[src/rtl/apb_pkg.sv]
// Shared types and helpers for the APB requester: FSM state encoding,
// PPROT bit positions and the slave-select width calculation.
package apb_pkg;

    typedef enum logic [1:0] {
        IDLE   = 2'd0,
        SETUP  = 2'd1,
        ACCESS = 2'd2,
        RESP   = 2'd3
    } apb_state_e;

    localparam int PROT_PRIV_BIT   = 0;
    localparam int PROT_NSEC_BIT   = 1;
    localparam int PROT_INSTR_BIT  = 2;

    // Number of upper address bits used to pick a completer.
    function automatic int sel_w(input int num_slaves);
        return (num_slaves > 1) ? $clog2(num_slaves) : 0;
    endfunction

endpackage

[src/rtl/apb_master_ctrl_if.sv]
// Command, response and APB bus bundle for the APB requester.
// master = the requester's view, slave = the command source / completer side.
interface apb_master_ctrl_if #(
    parameter int ADDR_W     = 8,
    parameter int DATA_W     = 32,
    parameter int NUM_SLAVES = 4
);
    localparam int STRB_W = DATA_W / 8;

    logic                         cmd_valid;
    logic                         cmd_ready;
    logic                         cmd_write;
    logic [ADDR_W-1:0]            cmd_addr;
    logic [DATA_W-1:0]            cmd_wdata;
    logic [STRB_W-1:0]            cmd_strb;
    logic [2:0]                   cmd_prot;

    logic                         rsp_valid;
    logic [DATA_W-1:0]            rsp_rdata;
    logic                         rsp_err;
    logic                         rsp_timeout;

    logic [NUM_SLAVES-1:0]        psel;
    logic                         penable;
    logic                         pwrite;
    logic [ADDR_W-1:0]            paddr;
    logic [DATA_W-1:0]            pwdata;
    logic [STRB_W-1:0]            pstrb;
    logic [2:0]                   pprot;
    logic [NUM_SLAVES-1:0]        pready;
    logic [NUM_SLAVES-1:0]        pslverr;
    logic [NUM_SLAVES*DATA_W-1:0] prdata;

    modport master (
        input  cmd_valid, cmd_write, cmd_addr, cmd_wdata, cmd_strb, cmd_prot,
        output cmd_ready,
        output rsp_valid, rsp_rdata, rsp_err, rsp_timeout,
        output psel, penable, pwrite, paddr, pwdata, pstrb, pprot,
        input  pready, pslverr, prdata
    );

    modport slave (
        output cmd_valid, cmd_write, cmd_addr, cmd_wdata, cmd_strb, cmd_prot,
        input  cmd_ready,
        input  rsp_valid, rsp_rdata, rsp_err, rsp_timeout,
        input  psel, penable, pwrite, paddr, pwdata, pstrb, pprot,
        output pready, pslverr, prdata
    );

endinterface

[src/rtl/apb_slave_mux.sv]
// Picks the ready/error/read-data of the currently addressed completer.
module apb_slave_mux #(
    parameter int DATA_W     = 32,
    parameter int NUM_SLAVES = 4,
    parameter int IDX_W      = 2
) (
    input  logic [IDX_W-1:0]             idx,
    input  logic [NUM_SLAVES-1:0]        pready,
    input  logic [NUM_SLAVES-1:0]        pslverr,
    input  logic [NUM_SLAVES*DATA_W-1:0] prdata,
    output logic                         sel_ready,
    output logic                         sel_err,
    output logic [DATA_W-1:0]            sel_rdata
);

    logic [DATA_W-1:0] slot_rdata [NUM_SLAVES];

    genvar gi;
    generate
        for (gi = 0; gi < NUM_SLAVES; gi++) begin : g_slot
            assign slot_rdata[gi] = prdata[gi*DATA_W +: DATA_W];
        end
    endgenerate

    always_comb begin
        sel_ready = 1'b0;
        sel_err   = 1'b0;
        sel_rdata = '0;
        for (int i = 0; i < NUM_SLAVES; i++) begin
            if (32'(idx) == i) begin
                sel_ready = pready[i];
                sel_err   = pslverr[i];
                sel_rdata = slot_rdata[i];
            end
        end
    end

endmodule

[src/rtl/apb_master_ctrl.sv]
// APB4 requester: accepts single-beat commands, runs SETUP/ACCESS on the
// decoded completer and returns a one-cycle registered response.
module apb_master_ctrl
    import apb_pkg::*;
#(
    parameter int ADDR_W     = 8,
    parameter int DATA_W     = 32,
    parameter int NUM_SLAVES = 4,
    parameter int TIMEOUT    = 16
) (
    input  logic              clk,
    input  logic              reset,
    apb_master_ctrl_if.master bus
);

    localparam int SEL_W  = sel_w(NUM_SLAVES);
    localparam int IDX_W  = (SEL_W > 0) ? SEL_W : 1;
    localparam int STRB_W = DATA_W / 8;
    localparam int CNT_W  = (TIMEOUT > 1) ? $clog2(TIMEOUT + 1) : 1;

    apb_state_e              state_reg, state_next;
    logic [IDX_W-1:0]        idx_reg, idx_next;
    logic                    dec_err_reg, dec_err_next;
    logic [NUM_SLAVES-1:0]   psel_reg, psel_next;
    logic                    penable_reg, penable_next;
    logic                    pwrite_reg, pwrite_next;
    logic [ADDR_W-1:0]       paddr_reg, paddr_next;
    logic [DATA_W-1:0]       pwdata_reg, pwdata_next;
    logic [STRB_W-1:0]       pstrb_reg, pstrb_next;
    logic [2:0]              pprot_reg, pprot_next;
    logic [CNT_W-1:0]        wait_cnt_reg, wait_cnt_next;
    logic                    rsp_valid_reg, rsp_valid_next;
    logic [DATA_W-1:0]       rsp_rdata_reg, rsp_rdata_next;
    logic                    rsp_err_reg, rsp_err_next;
    logic                    rsp_timeout_reg, rsp_timeout_next;

    logic [IDX_W-1:0]        cmd_idx;
    logic                    cmd_dec_err;
    logic                    sel_ready;
    logic                    sel_err;
    logic [DATA_W-1:0]       sel_rdata;

    generate
        if (SEL_W > 0) begin : g_dec
            assign cmd_idx = bus.cmd_addr[ADDR_W-1 -: SEL_W];
        end else begin : g_nodec
            assign cmd_idx = '0;
        end
    endgenerate

    assign cmd_dec_err = (32'(cmd_idx) >= NUM_SLAVES);

    apb_slave_mux #(
        .DATA_W     (DATA_W),
        .NUM_SLAVES (NUM_SLAVES),
        .IDX_W      (IDX_W)
    ) u_mux (
        .idx       (idx_reg),
        .pready    (bus.pready),
        .pslverr   (bus.pslverr),
        .prdata    (bus.prdata),
        .sel_ready (sel_ready),
        .sel_err   (sel_err),
        .sel_rdata (sel_rdata)
    );

    always_ff @(posedge clk) begin
        if (reset) begin
            state_reg       <= IDLE;
            idx_reg         <= '0;
            dec_err_reg     <= 1'b0;
            psel_reg        <= '0;
            penable_reg     <= 1'b0;
            pwrite_reg      <= 1'b0;
            paddr_reg       <= '0;
            pwdata_reg      <= '0;
            pstrb_reg       <= '0;
            pprot_reg       <= '0;
            wait_cnt_reg    <= '0;
            rsp_valid_reg   <= 1'b0;
            rsp_rdata_reg   <= '0;
            rsp_err_reg     <= 1'b0;
            rsp_timeout_reg <= 1'b0;
        end else begin
            state_reg       <= state_next;
            idx_reg         <= idx_next;
            dec_err_reg     <= dec_err_next;
            psel_reg        <= psel_next;
            penable_reg     <= penable_next;
            pwrite_reg      <= pwrite_next;
            paddr_reg       <= paddr_next;
            pwdata_reg      <= pwdata_next;
            pstrb_reg       <= pstrb_next;
            pprot_reg       <= pprot_next;
            wait_cnt_reg    <= wait_cnt_next;
            rsp_valid_reg   <= rsp_valid_next;
            rsp_rdata_reg   <= rsp_rdata_next;
            rsp_err_reg     <= rsp_err_next;
            rsp_timeout_reg <= rsp_timeout_next;
        end
    end

    always_comb begin
        state_next       = state_reg;
        idx_next         = idx_reg;
        dec_err_next     = dec_err_reg;
        psel_next        = psel_reg;
        penable_next     = penable_reg;
        pwrite_next      = pwrite_reg;
        paddr_next       = paddr_reg;
        pwdata_next      = pwdata_reg;
        pstrb_next       = pstrb_reg;
        pprot_next       = pprot_reg;
        wait_cnt_next    = wait_cnt_reg;
        rsp_valid_next   = 1'b0;
        rsp_rdata_next   = '0;
        rsp_err_next     = 1'b0;
        rsp_timeout_next = 1'b0;

        case (state_reg)
            IDLE: begin
                if (bus.cmd_valid) begin
                    idx_next     = cmd_idx;
                    dec_err_next = cmd_dec_err;
                    state_next   = SETUP;
                    if (!cmd_dec_err) begin
                        psel_next   = NUM_SLAVES'(1) << cmd_idx;
                        pwrite_next = bus.cmd_write;
                        paddr_next  = bus.cmd_addr;
                        pprot_next  = bus.cmd_prot;
                        pwdata_next = bus.cmd_write ? bus.cmd_wdata : '0;
                        pstrb_next  = bus.cmd_write ? bus.cmd_strb : '0;
                    end
                end
            end
            SETUP: begin
                // A decode error spends this cycle with psel low, then reports.
                if (dec_err_reg) begin
                    state_next     = RESP;
                    rsp_valid_next = 1'b1;
                    rsp_err_next   = 1'b1;
                end else begin
                    state_next    = ACCESS;
                    penable_next  = 1'b1;
                    wait_cnt_next = '0;
                end
            end
            ACCESS: begin
                if (sel_ready) begin
                    state_next     = RESP;
                    psel_next      = '0;
                    penable_next   = 1'b0;
                    rsp_valid_next = 1'b1;
                    rsp_err_next   = sel_err;
                    rsp_rdata_next = (!pwrite_reg && !sel_err) ? sel_rdata : '0;
                end else if ((TIMEOUT != 0) && (wait_cnt_reg == CNT_W'(TIMEOUT - 1))) begin
                    // This is the TIMEOUT-th ACCESS cycle without pready.
                    state_next       = RESP;
                    psel_next        = '0;
                    penable_next     = 1'b0;
                    rsp_valid_next   = 1'b1;
                    rsp_err_next     = 1'b1;
                    rsp_timeout_next = 1'b1;
                end else if (TIMEOUT != 0) begin
                    wait_cnt_next = wait_cnt_reg + 1'b1;
                end
            end
            RESP: begin
                state_next = IDLE;
            end
            default: begin
                state_next = IDLE;
            end
        endcase
    end

    assign bus.cmd_ready   = (state_reg == IDLE);
    assign bus.rsp_valid   = rsp_valid_reg;
    assign bus.rsp_rdata   = rsp_rdata_reg;
    assign bus.rsp_err     = rsp_err_reg;
    assign bus.rsp_timeout = rsp_timeout_reg;
    assign bus.psel        = psel_reg;
    assign bus.penable     = penable_reg;
    assign bus.pwrite      = pwrite_reg;
    assign bus.paddr       = paddr_reg;
    assign bus.pwdata      = pwdata_reg;
    assign bus.pstrb       = pstrb_reg;
    assign bus.pprot       = pprot_reg;

endmodule

[src/flat_wrapper.sv]
// flat-port wrapper written by rule: the top's interface ports become plain ports
module apb_master_ctrl_flat import apb_pkg::*;
#(
    parameter int ADDR_W     = 8,
    parameter int DATA_W     = 32,
    parameter int NUM_SLAVES = 4,
    parameter int TIMEOUT    = 16
)
  (clk, reset, bus_cmd_valid, bus_cmd_write, bus_cmd_addr, bus_cmd_wdata, bus_cmd_strb, bus_cmd_prot, bus_cmd_ready, bus_rsp_valid, bus_rsp_rdata, bus_rsp_err, bus_rsp_timeout, bus_psel, bus_penable, bus_pwrite, bus_paddr, bus_pwdata, bus_pstrb, bus_pprot, bus_pready, bus_pslverr, bus_prdata);
  apb_master_ctrl_if #(.ADDR_W(ADDR_W), .DATA_W(DATA_W), .NUM_SLAVES(NUM_SLAVES)) bus_i ();
  input  logic clk;
  input  logic reset;
  input wire logic [$bits(bus_i.cmd_valid)-1:0] bus_cmd_valid;
  input wire logic [$bits(bus_i.cmd_write)-1:0] bus_cmd_write;
  input wire logic [$bits(bus_i.cmd_addr)-1:0] bus_cmd_addr;
  input wire logic [$bits(bus_i.cmd_wdata)-1:0] bus_cmd_wdata;
  input wire logic [$bits(bus_i.cmd_strb)-1:0] bus_cmd_strb;
  input wire logic [$bits(bus_i.cmd_prot)-1:0] bus_cmd_prot;
  output wire logic [$bits(bus_i.cmd_ready)-1:0] bus_cmd_ready;
  output wire logic [$bits(bus_i.rsp_valid)-1:0] bus_rsp_valid;
  output wire logic [$bits(bus_i.rsp_rdata)-1:0] bus_rsp_rdata;
  output wire logic [$bits(bus_i.rsp_err)-1:0] bus_rsp_err;
  output wire logic [$bits(bus_i.rsp_timeout)-1:0] bus_rsp_timeout;
  output wire logic [$bits(bus_i.psel)-1:0] bus_psel;
  output wire logic [$bits(bus_i.penable)-1:0] bus_penable;
  output wire logic [$bits(bus_i.pwrite)-1:0] bus_pwrite;
  output wire logic [$bits(bus_i.paddr)-1:0] bus_paddr;
  output wire logic [$bits(bus_i.pwdata)-1:0] bus_pwdata;
  output wire logic [$bits(bus_i.pstrb)-1:0] bus_pstrb;
  output wire logic [$bits(bus_i.pprot)-1:0] bus_pprot;
  input wire logic [$bits(bus_i.pready)-1:0] bus_pready;
  input wire logic [$bits(bus_i.pslverr)-1:0] bus_pslverr;
  input wire logic [$bits(bus_i.prdata)-1:0] bus_prdata;
  assign bus_i.cmd_valid = bus_cmd_valid;
  assign bus_i.cmd_write = bus_cmd_write;
  assign bus_i.cmd_addr = bus_cmd_addr;
  assign bus_i.cmd_wdata = bus_cmd_wdata;
  assign bus_i.cmd_strb = bus_cmd_strb;
  assign bus_i.cmd_prot = bus_cmd_prot;
  assign bus_cmd_ready = bus_i.cmd_ready;
  assign bus_rsp_valid = bus_i.rsp_valid;
  assign bus_rsp_rdata = bus_i.rsp_rdata;
  assign bus_rsp_err = bus_i.rsp_err;
  assign bus_rsp_timeout = bus_i.rsp_timeout;
  assign bus_psel = bus_i.psel;
  assign bus_penable = bus_i.penable;
  assign bus_pwrite = bus_i.pwrite;
  assign bus_paddr = bus_i.paddr;
  assign bus_pwdata = bus_i.pwdata;
  assign bus_pstrb = bus_i.pstrb;
  assign bus_pprot = bus_i.pprot;
  assign bus_i.pready = bus_pready;
  assign bus_i.pslverr = bus_pslverr;
  assign bus_i.prdata = bus_prdata;
  apb_master_ctrl #(.ADDR_W(ADDR_W), .DATA_W(DATA_W), .NUM_SLAVES(NUM_SLAVES), .TIMEOUT(TIMEOUT)) u_core (.clk(clk), .reset(reset), .bus(bus_i));
endmodule
[config.mk]
export PLATFORM = sky130hd
export DESIGN_NAME = apb_master_ctrl_flat
export DESIGN_NICKNAME = d
export VERILOG_FILES = /design/src/rtl/apb_pkg.sv /design/src/rtl/apb_master_ctrl_if.sv /design/src/rtl/apb_slave_mux.sv /design/src/rtl/apb_master_ctrl.sv /design/src/flat_wrapper.sv
export SDC_FILE = /design/constraint.sdc
export NUM_CORES = 1
export LEC_CHECK = 0
export ABC_AREA = 1
export CAP_MARGIN = 10
export CORE_UTILIZATION = 36
export DETAILED_ROUTE_END_ITERATION = 10
export MAX_ROUTING_LAYER = met4
export PLACE_DENSITY_LB_ADDON = 0.3
export SYNTH_ARGS = -nofsm -noshare
export SYNTH_HDL_FRONTEND = slang
export SYNTH_SLANG_ARGS = --single-unit
export TNS_END_PERCENT = 10
[constraint.sdc]
create_clock -name clk -period 1.74 [get_ports clk]
set_input_delay 0.522 -clock clk [delete_from_list [all_inputs] [get_ports clk]]
set_output_delay 0.522 -clock clk [all_outputs]
set_load 0.02 [all_outputs]
==> metrics.csv, run 1 <==
metric,value,unit
fin_ws,0.0723,ns
vias,4795,
yosysSeqAreaShare,0.470,
slew_viol_final,0,
dpl-instance-area,7010,sq um
yosys-top-cells-area,"dfxtp_1 47%, nand2_1 15%, o21ai_0 9.3%, a21oi_1 5.8%, nor2_1 5.4%",
p_leak,3.21,nW
clkLatencyLatePin,0.36,ns
ys_ff_latch,95,
die_w,108,um
drt-initial-drc-count,350,
drive_above_1_share,0.0822,
worstPathRequired,1.22,ns
ir_drop,620,uV
worst-endpoint-arrival,1.15,ns
via_per_inst,4.83,
die-area,11700,sq um
fp-row-count,38,
fill_cells,938,
diodes,0,
drt-total-wl,15.3,mm
fin_nets,1038,
firstDrtPassIters,4,
syn_area,4050,sq um
synth_edf_count,0,
yosysTopAreaCell,dfxtp_1,
powerDensity,1030,nW/um^2
yosys_warnings,0,
power,7.36,mW
synth_fp_nets,765,
yosysMostFrequentCell,nand2_1,
hpwl,11.6,mm
cap_violations,0,
synth_common_cells,"166 x nand2_1, 95 x dfxtp_1, 75 x o21ai_0",
grt_pass1_vias,4766,
max_slew_margin,0.714,
hold_violations,0,
initial_core_util,0.372,
p_seq_frac,0.352,
start_kind,register,
cts.clk_slew.worst_paths,0.09,ns
io_pins,276,
p_int,4.54,mW
syn-instance-count,574,
area_growth,77.2,%
crit_path_cell_trace,"inv_1, ha_2, buf_2",
fin_skew,0.00887,ns
syn_avg_cell_area,7.05,sq um
overflow,0,
grt_pass1_wl,23.0,mm
pre_cts_ws,-0.215,ns
cp-end-kind,output port,
antenna_found_initial,0,
path_delay_family,flip-flops,
synth_flop_cell,dfxtp_1,
grt_max_degree,40,
whs,0.463,ns
worst_setup_path_startpoint,u_core.state_reg[0],
r2r_slack,0.11,ns
finalWeightedCongestion,0.930,
fin_crit_sh,0.958,
critPathSlowestCell,dfxtp_1,
port_buffers,275,
clock_power_share,0.206,
ant_nets,0,
cts-buffers-inserted,9,
combPwrFrac,0.442,
fin_crit,1.67,ns
drt-wirelength-per-cell,15.4,um
path_buf_inv,2,
setup_tns,0,ns
hold_path.class,register to register,
worst_pin_slew,0.429,ns
reg2reg_from,u_core.state_reg[1],
cts_sinks,95,
cts_setup_buffers,0,
cts_tree,yes,
max_clock_freq,600,MHz
critPathKind,register to output port,
async_reset_ff_frac,0,
synth_top_area_frac,0.470,
cts-root-buf,clkbuf_8,
status,"complete, no violations",
cts.htree.levels,3,
clockBufferDepth,2,
grtUsageTotal,0.263,
min_from,u_core.bus.pwdata[14],
dieHeight,108,um
switchingPower,2.82,mW
p_sw_frac,0.383,
worst-path-max-fanout,3,
synth_cell_types,22,
final_cell_area,7170,sq um
remaining_drc_errors,0,
core_area,10900,sq um
critPathMaxStageDelay,0.32,ns
finalSetupViolCount,0,
final cells by class:
cell class | instances | area (sq um) | share of cell area
clock buffer | 11 | 151 | 0.0211
clock inverter | 5 | 56.3 | 0.00785
inverter | 26 | 97.6 | 0.0136
multi-input combinational | 419 | 1930 | 0.270
sequential | 95 | 1910 | 0.266
tap | 140 | 175 | 0.0244
timing repair buffer | 296 | 2850 | 0.397
worst reg2reg max path, cell delays in order, from the launching register on:
cell,delay (ns)
dfxtp_1,0.35
buf_4,0.12
ha_2,0.24
inv_1,0.10
buf_4,0.15
a21oi_1,0.23
nand2_4,0.10
inv_1,0.11
nand2_1,0.06
a21oi_1,0.11
worst paths after layout:
path,end,cells after the start
setup / recovery,bus_cmd_ready,3
hold / removal,u_core.bus.pwdata[14],2
hold reg to reg,u_core.bus.pwdata[14],2
setup reg to reg,u_core.bus.psel[1],9
layout by cell type, fill, tap and decap left out, drive strengths merged, types with 22 or more instances in the layout:
| cell type | count |
|---|---|
| a21oi | 48 |
| buf | 22 |
| clkdlybuf4s50 | 186 |
| dfxtp | 95 |
| dlygate4sd2 | 88 |
| inv | 24 |
| nand2 | 168 |
| nand3 | 41 |
| nor2 | 70 |
| o21ai | 81 |
per-layer routing:
metal	track usage	up-vias	wire length [um]
met2	0.460	200	7420
met1	0.281	2160	6130
met3	0.0609	33	1220
met5	-	-	0
li1	-	2402	-
met4	0.120	0	527
power by group through the flow:
stage | clock (mW) | combinational (mW) | sequential [mW]
2_1_floorplan | 0 | 1.50 | 2.93
3_3_place_gp | 0 | 3.26 | 2.64
3_5_place_dp | 0 | 3.32 | 2.65
4_1_cts | 1.55 | 3.16 | 2.59
5_1_grt | 1.64 | 3.56 | 2.63
6_report | 1.51 | 3.25 | 2.59
kinds of logic (layout without fill, tap and decap cells):
family / Yosys count / count (layout) / share of synthesized area
DFF: 95 / 95 / 0.470
and+or+nand+nor: 285 / 285 / 0.290
adders and majority gates: 4 / 4 / 0.0124
AOI/OAI and AO/OA: 129 / 129 / 0.161
xor gates and xnor gates: 1 / 1 / 0.00217
buffers and inverters: 60 / 338 / 0.0653
through the flow:
stage,util,std cells
6_report,0.658,992
5_1_grt,0.658,992
4_1_cts,0.653,992
3_5_place_dp,0.644,976
3_3_place_gp,0.644,976
2_1_floorplan,-,574
what timing repair did:
action | 4_1_cts | 5_1_grt
cloned | 0 | 0
pin swaps | 0 | 0
endpoints found under the setup margin | 128 | 45
hold buffers | 0 | 0
gates resized for setup | 91 | 22
Power figures use the tool's default switching activity.
==> run 2, diff against run 1 <==
- CORE_UTILIZATION: 36 -> 37
- SLEW_MARGIN: unset -> 20
- SYNTH_HIERARCHICAL: unset -> 1
==> metrics.csv, run 2 <==
metric,value,unit,change
max_clock_freq,600,MHz,+0.10%
initial_core_util,0.385,,+0.0138
clockBufferDepth,2,,unchanged
die_w,112,um,+3.7%
violations,DRC,,
finalSetupViolCount,0,,unchanged
synth_flop_cell,dfxtp_1,,
area_growth,71.3,%,
min_from,u_core/bus.pwdata[9],,
cts_setup_buffers,0,,unchanged
cts_hold_buf,0,,unchanged
remaining_drc_errors,20,,+20
rsz0062_at_grt,yes,,
clkLatencyLatePin,0.33,ns,-0.03 ns
max_slew_margin,0.754,,+0.0397
synth_common_cells,"132 x nand2_1, 103 x nand3_1, 95 x dfxtp_1",,
met2_usage,0.432,,-0.0276
cts.htree.levels,3,,unchanged
mostFrequentLayoutCells,"186 x clkdlybuf4s50_1, 129 x nand2_1, 102 x nand3_1",,
path_buf_inv,1,,-1
fin_crit_sh,0.957,,-0.000963
gr-usage-met1,0.276,,-0.00484
yosysSeqAreaShare,0.425,,-0.0452
powerDensity,1090,nW/um^2,+6.3%
yosys-top-cells-area,"dfxtp_1 42%, nand3_1 12%, nand2_1 11%, a21oi_1 5.5%, nand4_1 5.0%",,
hold_path.class,register to register,,
status,"finished, violations left",,
diodes,0,,unchanged
whs,0.459,ns,-0.00393 ns
utilization,0.660,,+0.00163
fill_cells,1002,,+6.8%
yosys_warnings,6,,+6
cts-root-buf,clkbuf_16,,
cts_sinks,95,,unchanged
synth_top_area_frac,0.425,,-0.0452
cts-buffers-inserted,9,,unchanged
ff_latch_area,1910,sq um,about the same
cp-end-kind,output port,,
power,8.37,mW,+14%
hold_violations,0,,unchanged
drt-wirelength-per-cell,14.7,um,-4.6%
worst-path-max-fanout,3,,unchanged
critPathMaxStageDelay,0.41,ns,+0.09 ns
ant_nets,0,,unchanged
synth_cell_types,23,,+4.5%
synth_edf_count,0,,unchanged
top_usage_layer,met2,,
grtUsageTotal,0.248,,-0.0144
start_kind,register,,
antenna_found_initial,0,,unchanged
finalWeightedCongestion,0.870,,-6.4%
firstDrtPassIters,8,,+4
die-area,12500,sq um,+7.5%
worst_setup_path_startpoint,u_core/bus.pwrite,,
critPathSlowestCell,dlygate4sd2_1,,
final_common_cell,clkdlybuf4s50_1,,
dieHeight,112,um,+3.7%
via_per_inst,4.91,,+1.5%
core_area,11600,sq um,+6.7%
p_leak,3.47,nW,+8.1%
ir_drop,593,uV,-4.3%
drt-total-wl,15.3,mm,about the same
ys_ff_latch,95,,unchanged
io_pins,276,,unchanged
fin_crit,1.67,ns,-0.00168 ns
reg2reg_from,u_core/wait_cnt_reg[0],,
synth_fp_nets,804,,+5.1%
cap_violations,0,,unchanged
worst-endpoint-arrival,1.14,ns,about the same
syn_avg_cell_area,7.31,sq um,+3.8%
grt_pass1_wl,24.4,mm,+5.9%
yosysTopAreaCell,dfxtp_1,,
setup_tns,0,ns,unchanged
vias,5103,,+6.4%
syn-instance-count,612,,+6.6%
overflow,0,,unchanged
grt_max_degree,37,,-7.5%
worst_pin_slew,0.370,ns,-0.0591 ns
critPathKind,register to output port,,
drive_above_1_share,0.105,,+0.0226
crit_path_cell_trace,dlygate4sd2_1,,
fp-row-count,39,,+2.6%
fin_skew,0.00558,ns,-0.00329 ns
syn_area,4480,sq um,+11%
cts_tree,yes,,
fin_nets,1084,,+4.4%
globalRouteMet3Util,0.0539,,-0.00699
multi_input_area,2100,sq um,+8.3%
slew_viol_final,0,,unchanged
grt_pass1_vias,5083,,+6.7%
hpwl,11.8,mm,+1.6%
path_delay_family,buffers and inverters,,
drt-initial-drc-count,368,,+5.1%
r2r_slack,0.13,ns,+0.02 ns
cts.clk_slew.worst_paths,0.06,ns,-0.03 ns
yosysMostFrequentCell,nand2_1,,
async_reset_ff_frac,0,,unchanged
port_buffers,275,,unchanged
worstPathRequired,1.22,ns,about the same
run 2: cell count changes in the layout (fill, tap and decap cells not counted), moves of 8 or more:
cell / before / now
o21ai_0: 73 / 13
buf_4: 16 / 32
inv_1: 22 / 46
clkbuf_16: 0 / 9
nand3_2: 1 / 11
nand3_1: 39 / 102
nand4_1: 0 / 36
clkbuf_8: 11 / 3
nand2_1: 163 / 129
run 2: path summary, 6_finish.rpt:
path,endpoint,depth (start not counted)
worst max-delay path,bus_pwrite,1
worst min-delay path,u_core/bus.pwdata[9],2
worst max register to register,u_core/wait_cnt_reg[3],9
worst min register to register,u_core/bus.pwdata[9],2
run 2: power breakdown:
group / switching, mW / leakage [nW] / internal, mW
logic: 2.19 / 2.54 / 1.54
registers: 0.145 / 0.773 / 2.45
clock network: 0.809 / 0.159 / 1.23
run 2: kinds of logic (layout without fill, tap and decap cells):
| kind of cell | after synthesis | after routing | share of synthesized area |
|---|---|---|---|
| AO/OA/AOI/OAI | 63 | 63 | 0.0705 |
| flip-flops | 95 | 95 | 0.425 |
| AND/OR/NAND/NOR | 356 | 356 | 0.379 |
| adder cells (fa/ha/maj) | 5 | 5 | 0.0140 |
| buffers and inverters | 93 | 378 | 0.112 |
run 2: area by class of cell:
type                       count  share of cell area
sequential                    95               0.249
clock inverter                 4             0.00685
multi-input combinational    424               0.273
inverter                      50              0.0245
tap                          143              0.0233
clock buffer                  12              0.0348
timing repair buffer         312               0.388
run 2: through the flow:
step	instances	area (sq um)	setup WS, ns
after floorplan	612	4480	0.102
after global placement	1024	7440	-0.240
after detailed placement	1024	7440	-0.297
after CTS	1040	7640	0.0522
after global routing	1040	7670	-0.0476
final	1040	7670	0.0740
run 2: layer usage:
metal,part of all wire,vias up
li1,-,2573
met1,0.40,2288
met2,0.50,216
met3,0.084,26
met4,0.024,0
met5,0,-
run 2: what timing repair did:
item	4_1_cts	5_1_grt
gates resized for setup	92	10
setup endpoints to repair	89	21
pin swaps	0	3
